**src/rtl/mux_reg_nx1.sv**
```systemverilog
// mux_reg_nx1: registered NUM_IN:1 operand selector staged in a 2-entry skid buffer
// with valid/ready on both sides and a sticky illegal-select flag.
module mux_reg_nx1 #(
    parameter int WIDTH = 32,
    parameter int NUM_IN = 4,
    parameter logic [WIDTH-1:0] RESET_VAL = '0,
    localparam int SEL_W = $clog2(NUM_IN)
) (
    input  logic                    clk,
    input  logic                    rst_n,
    input  logic [NUM_IN*WIDTH-1:0] in_data,
    input  logic [SEL_W-1:0]        sel,
    input  logic                    in_valid,
    output logic                    in_ready,
    output logic [WIDTH-1:0]        out_data,
    output logic [SEL_W-1:0]        out_src,
    output logic                    out_valid,
    input  logic                    out_ready,
    input  logic                    flush,
    output logic                    sel_err,
    input  logic                    err_clr
);
    localparam logic [1:0] S_EMPTY = 2'd0, S_ONE = 2'd1, S_FULL = 2'd2;
    localparam logic [SEL_W:0] NUM_IN_W = NUM_IN[SEL_W:0];

    logic [1:0]       state_q, state_d;
    logic [WIDTH-1:0] head_q, head_d, skid_q, skid_d, word;
    logic [SEL_W-1:0] src_q, src_d, skid_src_q, skid_src_d;
    logic             err_q, err_d, in_ready_q, out_valid_q;
    logic             sel_ok, accept, pop;

    always_comb begin
        sel_ok     = {1'b0, sel} < NUM_IN_W;
        word       = sel_ok ? in_data[sel*WIDTH +: WIDTH] : RESET_VAL;
        accept     = in_valid & in_ready_q;
        pop        = out_valid_q & out_ready;
        state_d    = state_q;
        head_d     = head_q;
        src_d      = src_q;
        skid_d     = skid_q;
        skid_src_d = skid_src_q;
        err_d      = (accept & ~sel_ok) | (err_q & ~err_clr);
        if (flush) begin
            state_d    = S_EMPTY;
            head_d     = RESET_VAL;
            src_d      = '0;
            skid_d     = RESET_VAL;
            skid_src_d = '0;
        end else if (state_q == S_EMPTY) begin
            if (accept) begin
                state_d = S_ONE;
                head_d  = word;
                src_d   = sel;
            end
        end else if (state_q == S_ONE) begin
            if (accept & ~pop) begin
                state_d    = S_FULL;
                skid_d     = word;
                skid_src_d = sel;
            end else if (pop & ~accept) begin
                state_d = S_EMPTY;
            end else if (accept) begin
                head_d = word;
                src_d  = sel;
            end
        end else if (pop) begin
            state_d = S_ONE;
            head_d  = skid_q;
            src_d   = skid_src_q;
        end
    end

    // Handshake outputs are flopped from the next state so out_ready never reaches in_ready combinationally
    always_ff @(posedge clk or negedge rst_n) begin
        if (!rst_n) begin
            state_q     <= S_EMPTY;
            head_q      <= RESET_VAL;
            src_q       <= '0;
            skid_q      <= RESET_VAL;
            skid_src_q  <= '0;
            err_q       <= 1'b0;
            in_ready_q  <= 1'b1;
            out_valid_q <= 1'b0;
        end else begin
            state_q     <= state_d;
            head_q      <= head_d;
            src_q       <= src_d;
            skid_q      <= skid_d;
            skid_src_q  <= skid_src_d;
            err_q       <= err_d;
            in_ready_q  <= state_d != S_FULL;
            out_valid_q <= state_d != S_EMPTY;
        end
    end

    assign in_ready  = in_ready_q;
    assign out_valid = out_valid_q;
    assign out_data  = head_q;
    assign out_src   = src_q;
    assign sel_err   = err_q;
endmodule

```
**config.mk**
```make
export PLATFORM = sky130hd
export DESIGN_NAME = mux_reg_nx1
export DESIGN_NICKNAME = d
export VERILOG_FILES = /design/src/rtl/mux_reg_nx1.sv
export SDC_FILE = /design/constraint.sdc
export NUM_CORES = 1
export LEC_CHECK = 0
export BUFFER_PORTS_ARGS = -buffer_cell sky130_fd_sc_hd__clkbuf_2
export CORE_UTILIZATION = 52
export DETAILED_ROUTE_END_ITERATION = 7
export PLACE_DENSITY = 0.86
export SYNTH_ARGS = -nofsm -noshare
export SYNTH_HDL_FRONTEND = slang
export SYNTH_SLANG_ARGS = --single-unit
```
**constraint.sdc**
```tcl
create_clock -name clk -period 5.2 [get_ports clk]
set_clock_uncertainty 0.15 [all_clocks]
set_input_delay 0.26 -clock clk [delete_from_list [all_inputs] [get_ports clk]]
set_output_delay 0.26 -clock clk [all_outputs]
set_load 0.1 [all_outputs]
```
* After elaboration in Yosys (flattened, before gate mapping) *
Cells that the tools add are included.
Widths: inputs -> output; s select.

cells by class
  reduce and logical (&&, ||, !) cells = 7
  shift-type cells = 1
  bitwise logic cells = 8
  equality and inequality tests = 5
  muxes and demuxes = 29

operators by type and width
  kind                count
  $mux 32             11
  $shiftx 128x8->32   1
  $mux 2              18
  $ne 4x4->1 const B  2
  $reduce_and 3->1    2
  $reduce_bool 2->1   3
  $and 1x1->1         5
  $ne 2x2->1 const B  2
  $reduce_bool 4->1   1
  $not 1->1           3
  $eq 2x1->1 const B  1
  $logic_not 2->1     1

storage, ports and cells
  bits in registers = 73
  output and inout port bits = 37
  input bits = 136

* Depth between registers and ports, before layout *
  depth in word-level cells = 9
  mapped depth = 7
  gate-level depth less buffers = 4

* Worst setup path before layout *
OpenSTA, ideal clock, no wires.

  kind = register -> register
  from = register out_valid_q (netlist: out_valid)
  to = register head_q[10] (netlist: out_data[10])
  path slack = 2912 ps
  clock period less this slack = 2288 ps
  library setup time = 145 ps
  stages on the path, launching flop included = 6
  required time = 4905 ps
  arrival time = 1993 ps
  path through = dfrtp_1 -> nand2_1 -> a211o_1 -> clkbuf_1 -> nor2_1 -> nor4_2

between the ends
  cells in the longest elaborated chain, start to end = 5
  elaborated cells on any way between the ends = 8

ends and longest elaborated chain
  item                                   RTL line  source
  start, declared                        29        logic err_q, err_d, in_ready_q, out_valid_q;
  start signal, assigned                 83        out_valid_q <= 1'b0;
  start signal, assigned                 92        out_valid_q <= state_d != S_EMPTY;
  $and 1x1->1 (*)                        36        pop = out_valid_q & out_ready;
  $not 1->1                              56        if (accept & ~pop) begin
  $and 1x1->1                            56
  $ne 4x4->1 (no source line)            --
  $reduce_and 3->1 (no source line) (*)  --
  end signal, assigned                   77        head_q <= RESET_VAL;
  end signal, assigned                   86        head_q <= head_d;
  end, declared                          27        logic [WIDTH-1:0] head_q, head_d, skid_q, skid_d, word;

Every way passes the cells marked *; elsewhere a longest branch is shown, timed or not.
A chain may end at the register's enable or synchronous reset.

* Worst setup path after layout *
  from = register state_q[1]
  to = register head_q[4] (netlist: out_data[4])

between the ends
  cells in the longest elaborated chain, start to end = 4
  elaborated cells on any way between the ends = 9

ends and longest elaborated chain
  item                    RTL line  source
  start, declared         26        logic [1:0] state_q, state_d;
  start signal, assigned  85        state_q <= state_d;
  $eq 2x1->1              55        end else if (state_q == S_ONE) begin
  $mux 32                 55
  $mux 32                 49        end else if (state_q == S_EMPTY) begin
  $mux 32                 43        if (flush) begin

Parallel ways exist; a longest one is shown, timed or not.

==> summary.log <==
qor: synth.synthXorXnorAreaFrac 0
qor: final_layout.synthToLayoutAreaGrowth 25.8%
qor: routing.detailroute.via_count 3721
qor: final_layout.final_net_count 701
qor: grt.gr-total-overflow 0
qor: synth.yosys-mux-area-fraction 0.175
qor: job.max_cap_viols 0
qor: setup_path.crit_fanout 31
qor: die.io_pins 173
qor: synth.netlist-cell-type-count 33
qor: setup_path.required 5.26 ns
qor: routing.antenna_violating_nets_post_route 0
qor: setup_path.worstReg2RegStart state_q[1]$_DFF_PN0_
qor: clock_network.cts_root_buf sky130_fd_sc_hd__clkbuf_8
qor: clock_network.htreeDepth 3
qor: timing.period_minus_slack 2.45 ns
qor: clock_network.clkLatencyLatePin 0.34 ns
qor: routing.initial_detailed_routing_violation_count 201
qor: routing.wire_per_inst 15.8 um
qor: final_layout.layout.filler_cells 628
qor: die.row_count 32
qor: clock_network.tritoncts built
qor: clock_network.cts_max_path_buffers 2
qor: setup_path.timing.critical_path.from state_q[1]$_DFF_PN0_
qor: pwr.power.static_leakage 0.00253 uW
qor: placement.dpl.hpwl 7280 um
qor: die.die_h 91.5 um
qor: setup_path.rr_worst_depth 3
qor: die.die_outline_area 0.00837 mm^2
qor: timing.setup_repair_after_global_routing_missed_its_margin false
qor: setup_path.crit_arrival 2.52 ns
qor: synth.syn_area_per_cell 10.1 um^2
qor: synth.ys_ff_latch 73
qor: grt.grt_antenna_before_repair 0
qor: clock_network.post_cts_hold_buffer_count 2
qor: die.start_util 0.539
qor: timing.setup_viol_count_final 0
qor: placement.gp_routability_congestion 0.759
qor: final_layout.drive_above_1_share 0.433
qor: final_layout.ff_latch_area 0.00183 mm^2
qor: synth.synthesis.yosys.warnings 0
qor: worst_hold_path.min_delay_path_depth 3
qor: timing.worst_pin_slew 1.17 ns
qor: synth.synth_fa_ha_area_frac 0
qor: die.dieWidth 91.5 um
qor: timing.maxSlewHeadroom 0.220
qor: synth.synth_async_sr_flop_share 1.00
qor: synth.synth.yosys.seq_area_share 0.439
qor: pwr.finalPower 1850 uW
qor: synth.synthesis.instances 412
qor: clock_network.cts_made_buffers 9
qor: setup_path.critPathKind reg2reg
qor: clock_network.cts-resized-gates 0
qor: worst_hold_path.hold_class in2reg
qor: final_layout.multi_input_comb_area 0.00210 mm^2
qor: synth.synth-compound-area-share 0.0736
qor: clock_network.cts_post_setup_buffers_inserted 0
qor: routing.firstDrtPassIters 4
qor: setup_path.crit_path_launch_type flop
qor: synth.synth-main-ff-cell sky130_fd_sc_hd__dfrtp_1
qor: synth.synth.net_count 548
qor: grt.grt_start_max_net_pins 74
qor: clock_network.clock_pin_slew_on_the_worst_setup_and_hold_paths 0.08 ns
qor: routing.viasPerCell 5.54
qor: timing.final_hold_viol_count 0
qor: pwr.power_per_cell_area 354 mW/mm^2
qor: pwr.power.ir.vdd_worst 0.000189 V
qor: grt.groute.usage.overall 0.262
qor: setup_path.endpoint_class_of_the_critical_path flop
qor: final_layout.antenna_diode_count 0
qor: routing.wirelength 10600 um
qor: timing.timing.final.crit_share 0.472
qor: die.core-area 0.00773 mm^2
qor: synth.netlist_area 0.00416 mm^2
qor: synth.dominant_combinational_cell_family_by_area_after_synthesis simple AND/OR/NAND/NOR gates
qor: clock_network.clock_sinks 73
qor: grt.grt_pass1_wl 17300 um
qor: grt.grt_pass1_vias 3746
qor: outcome.status finished, final reports clean
qor: timing.final.setup.tns 0 ns
qor: worst_hold_path.worst_hold_startpoint out_ready
qor: routing.drc 0
qor: placement.port_buffers 172
qor: synth.synth_edf_count 0
qor: timing.max_freq 407 MHz
qor: synth.yosys.area_share.simple 0.255
qor: timing.report.final.slew_viol_count 0
state kept, by name (all words and copies together) (netlist names):
name and cells:
out_data 32, skid_q 32, out_src 2, out_valid 1, skid_src_q 2, state_q 2
in_ready 1, sel_err 1
power breakdown:
group	internal [uW]	total (uW)	switching [uW]
logic	164	628	464
registers	619	654	35.5
clock network	358	571	212
total	1140	1850	712
worst max-delay path, stage by stage, from the launching register on:
cell and delay [ns]:
sky130_fd_sc_hd__dfrtp_1 0.73, sky130_fd_sc_hd__a211o_1 0.94, sky130_fd_sc_hd__nor2_1 0.10, sky130_fd_sc_hd__nor4_1 0.40
Yosys cell counts (all sizes together) (2+ instances only):
cell type  instances  share of area
a21oi             41          0.055
inv                2         0.0018
o31ai              2         0.0036
a211oi             3         0.0054
mux2i              3         0.0072
nor2              96          0.087
nand2b             3         0.0045
buf               22          0.044
nand3              2         0.0024
dfrtp             72           0.43
nand2             74          0.067
mux4              31           0.17
nor4              31          0.077
nor3               4         0.0060
clkbuf            13          0.012
final cells by class:
class,count,share of cell area
Sequential cell,73,0.349
Clock inverter,4,0.0186
Timing Repair Buffer,177,0.173
Inverter,2,0.00143
Multi-Input combinational cell,302,0.402
Tap cell,102,0.0244
Clock buffer,12,0.0315
metrics by stage:
| stage | instance area, um^2 | worst slack [ns] | utilization | std cells | hold slack (ns) |
|---|---|---|---|---|---|
| 4_1_cts | 5240 | 2.79 | 0.677 | 672 | 0.0990 |
| 2_1_floorplan | 4160 | 2.91 | - | 412 | -0.186 |
| 3_3_place_gp | 4950 | 2.96 | 0.641 | 654 | 0.266 |
| 3_5_place_dp | 4950 | 2.81 | 0.641 | 654 | 0.276 |
| 6_report | 5240 | 2.75 | 0.677 | 672 | 0.119 |
| 5_1_grt | 5240 | 2.63 | 0.677 | 672 | 0.137 |
kinds of logic (layout without fill, tap and decap cells):
group / count (synthesis) / after routing
buf+inv: 37 / 195
mux: 34 / 34
flops: 73 / 73
simple gates: 217 / 217
compound gates: 51 / 51
cells in the final DEF (no fill, tap or decap), drive strengths merged, types with 4 or more instances in the layout:
cell / n
mux4: 31
nor4: 31
nor2: 96
dfrtp: 72
nor3: 4
clkbuf: 183
a21oi: 41
nand2: 74
buf: 4
routing by layer:
metal	share of wire	wire (um)	global-route usage
met4	0.018	188	0.107
met3	0.057	611	0.0536
met5	0	0	0
met1	0.40	4270	0.332
met2	0.52	5560	0.440
worst paths after layout:
path,endpoint,slack (ns)
max,out_data[4]$_DFFE_PN0P_,2.75
min reg2reg,sel_err$_DFF_PN0_,0.36
max in group asynchronous,out_data[29]$_DFFE_PN0P_,3.85
min,in_ready$_DFF_PN1_,0.12
max reg2reg,out_data[4]$_DFFE_PN0P_,2.75
min in group asynchronous,out_data[0]$_DFFE_PN0P_,0.44
Note: power is estimated with default switching activity, not from simulation.
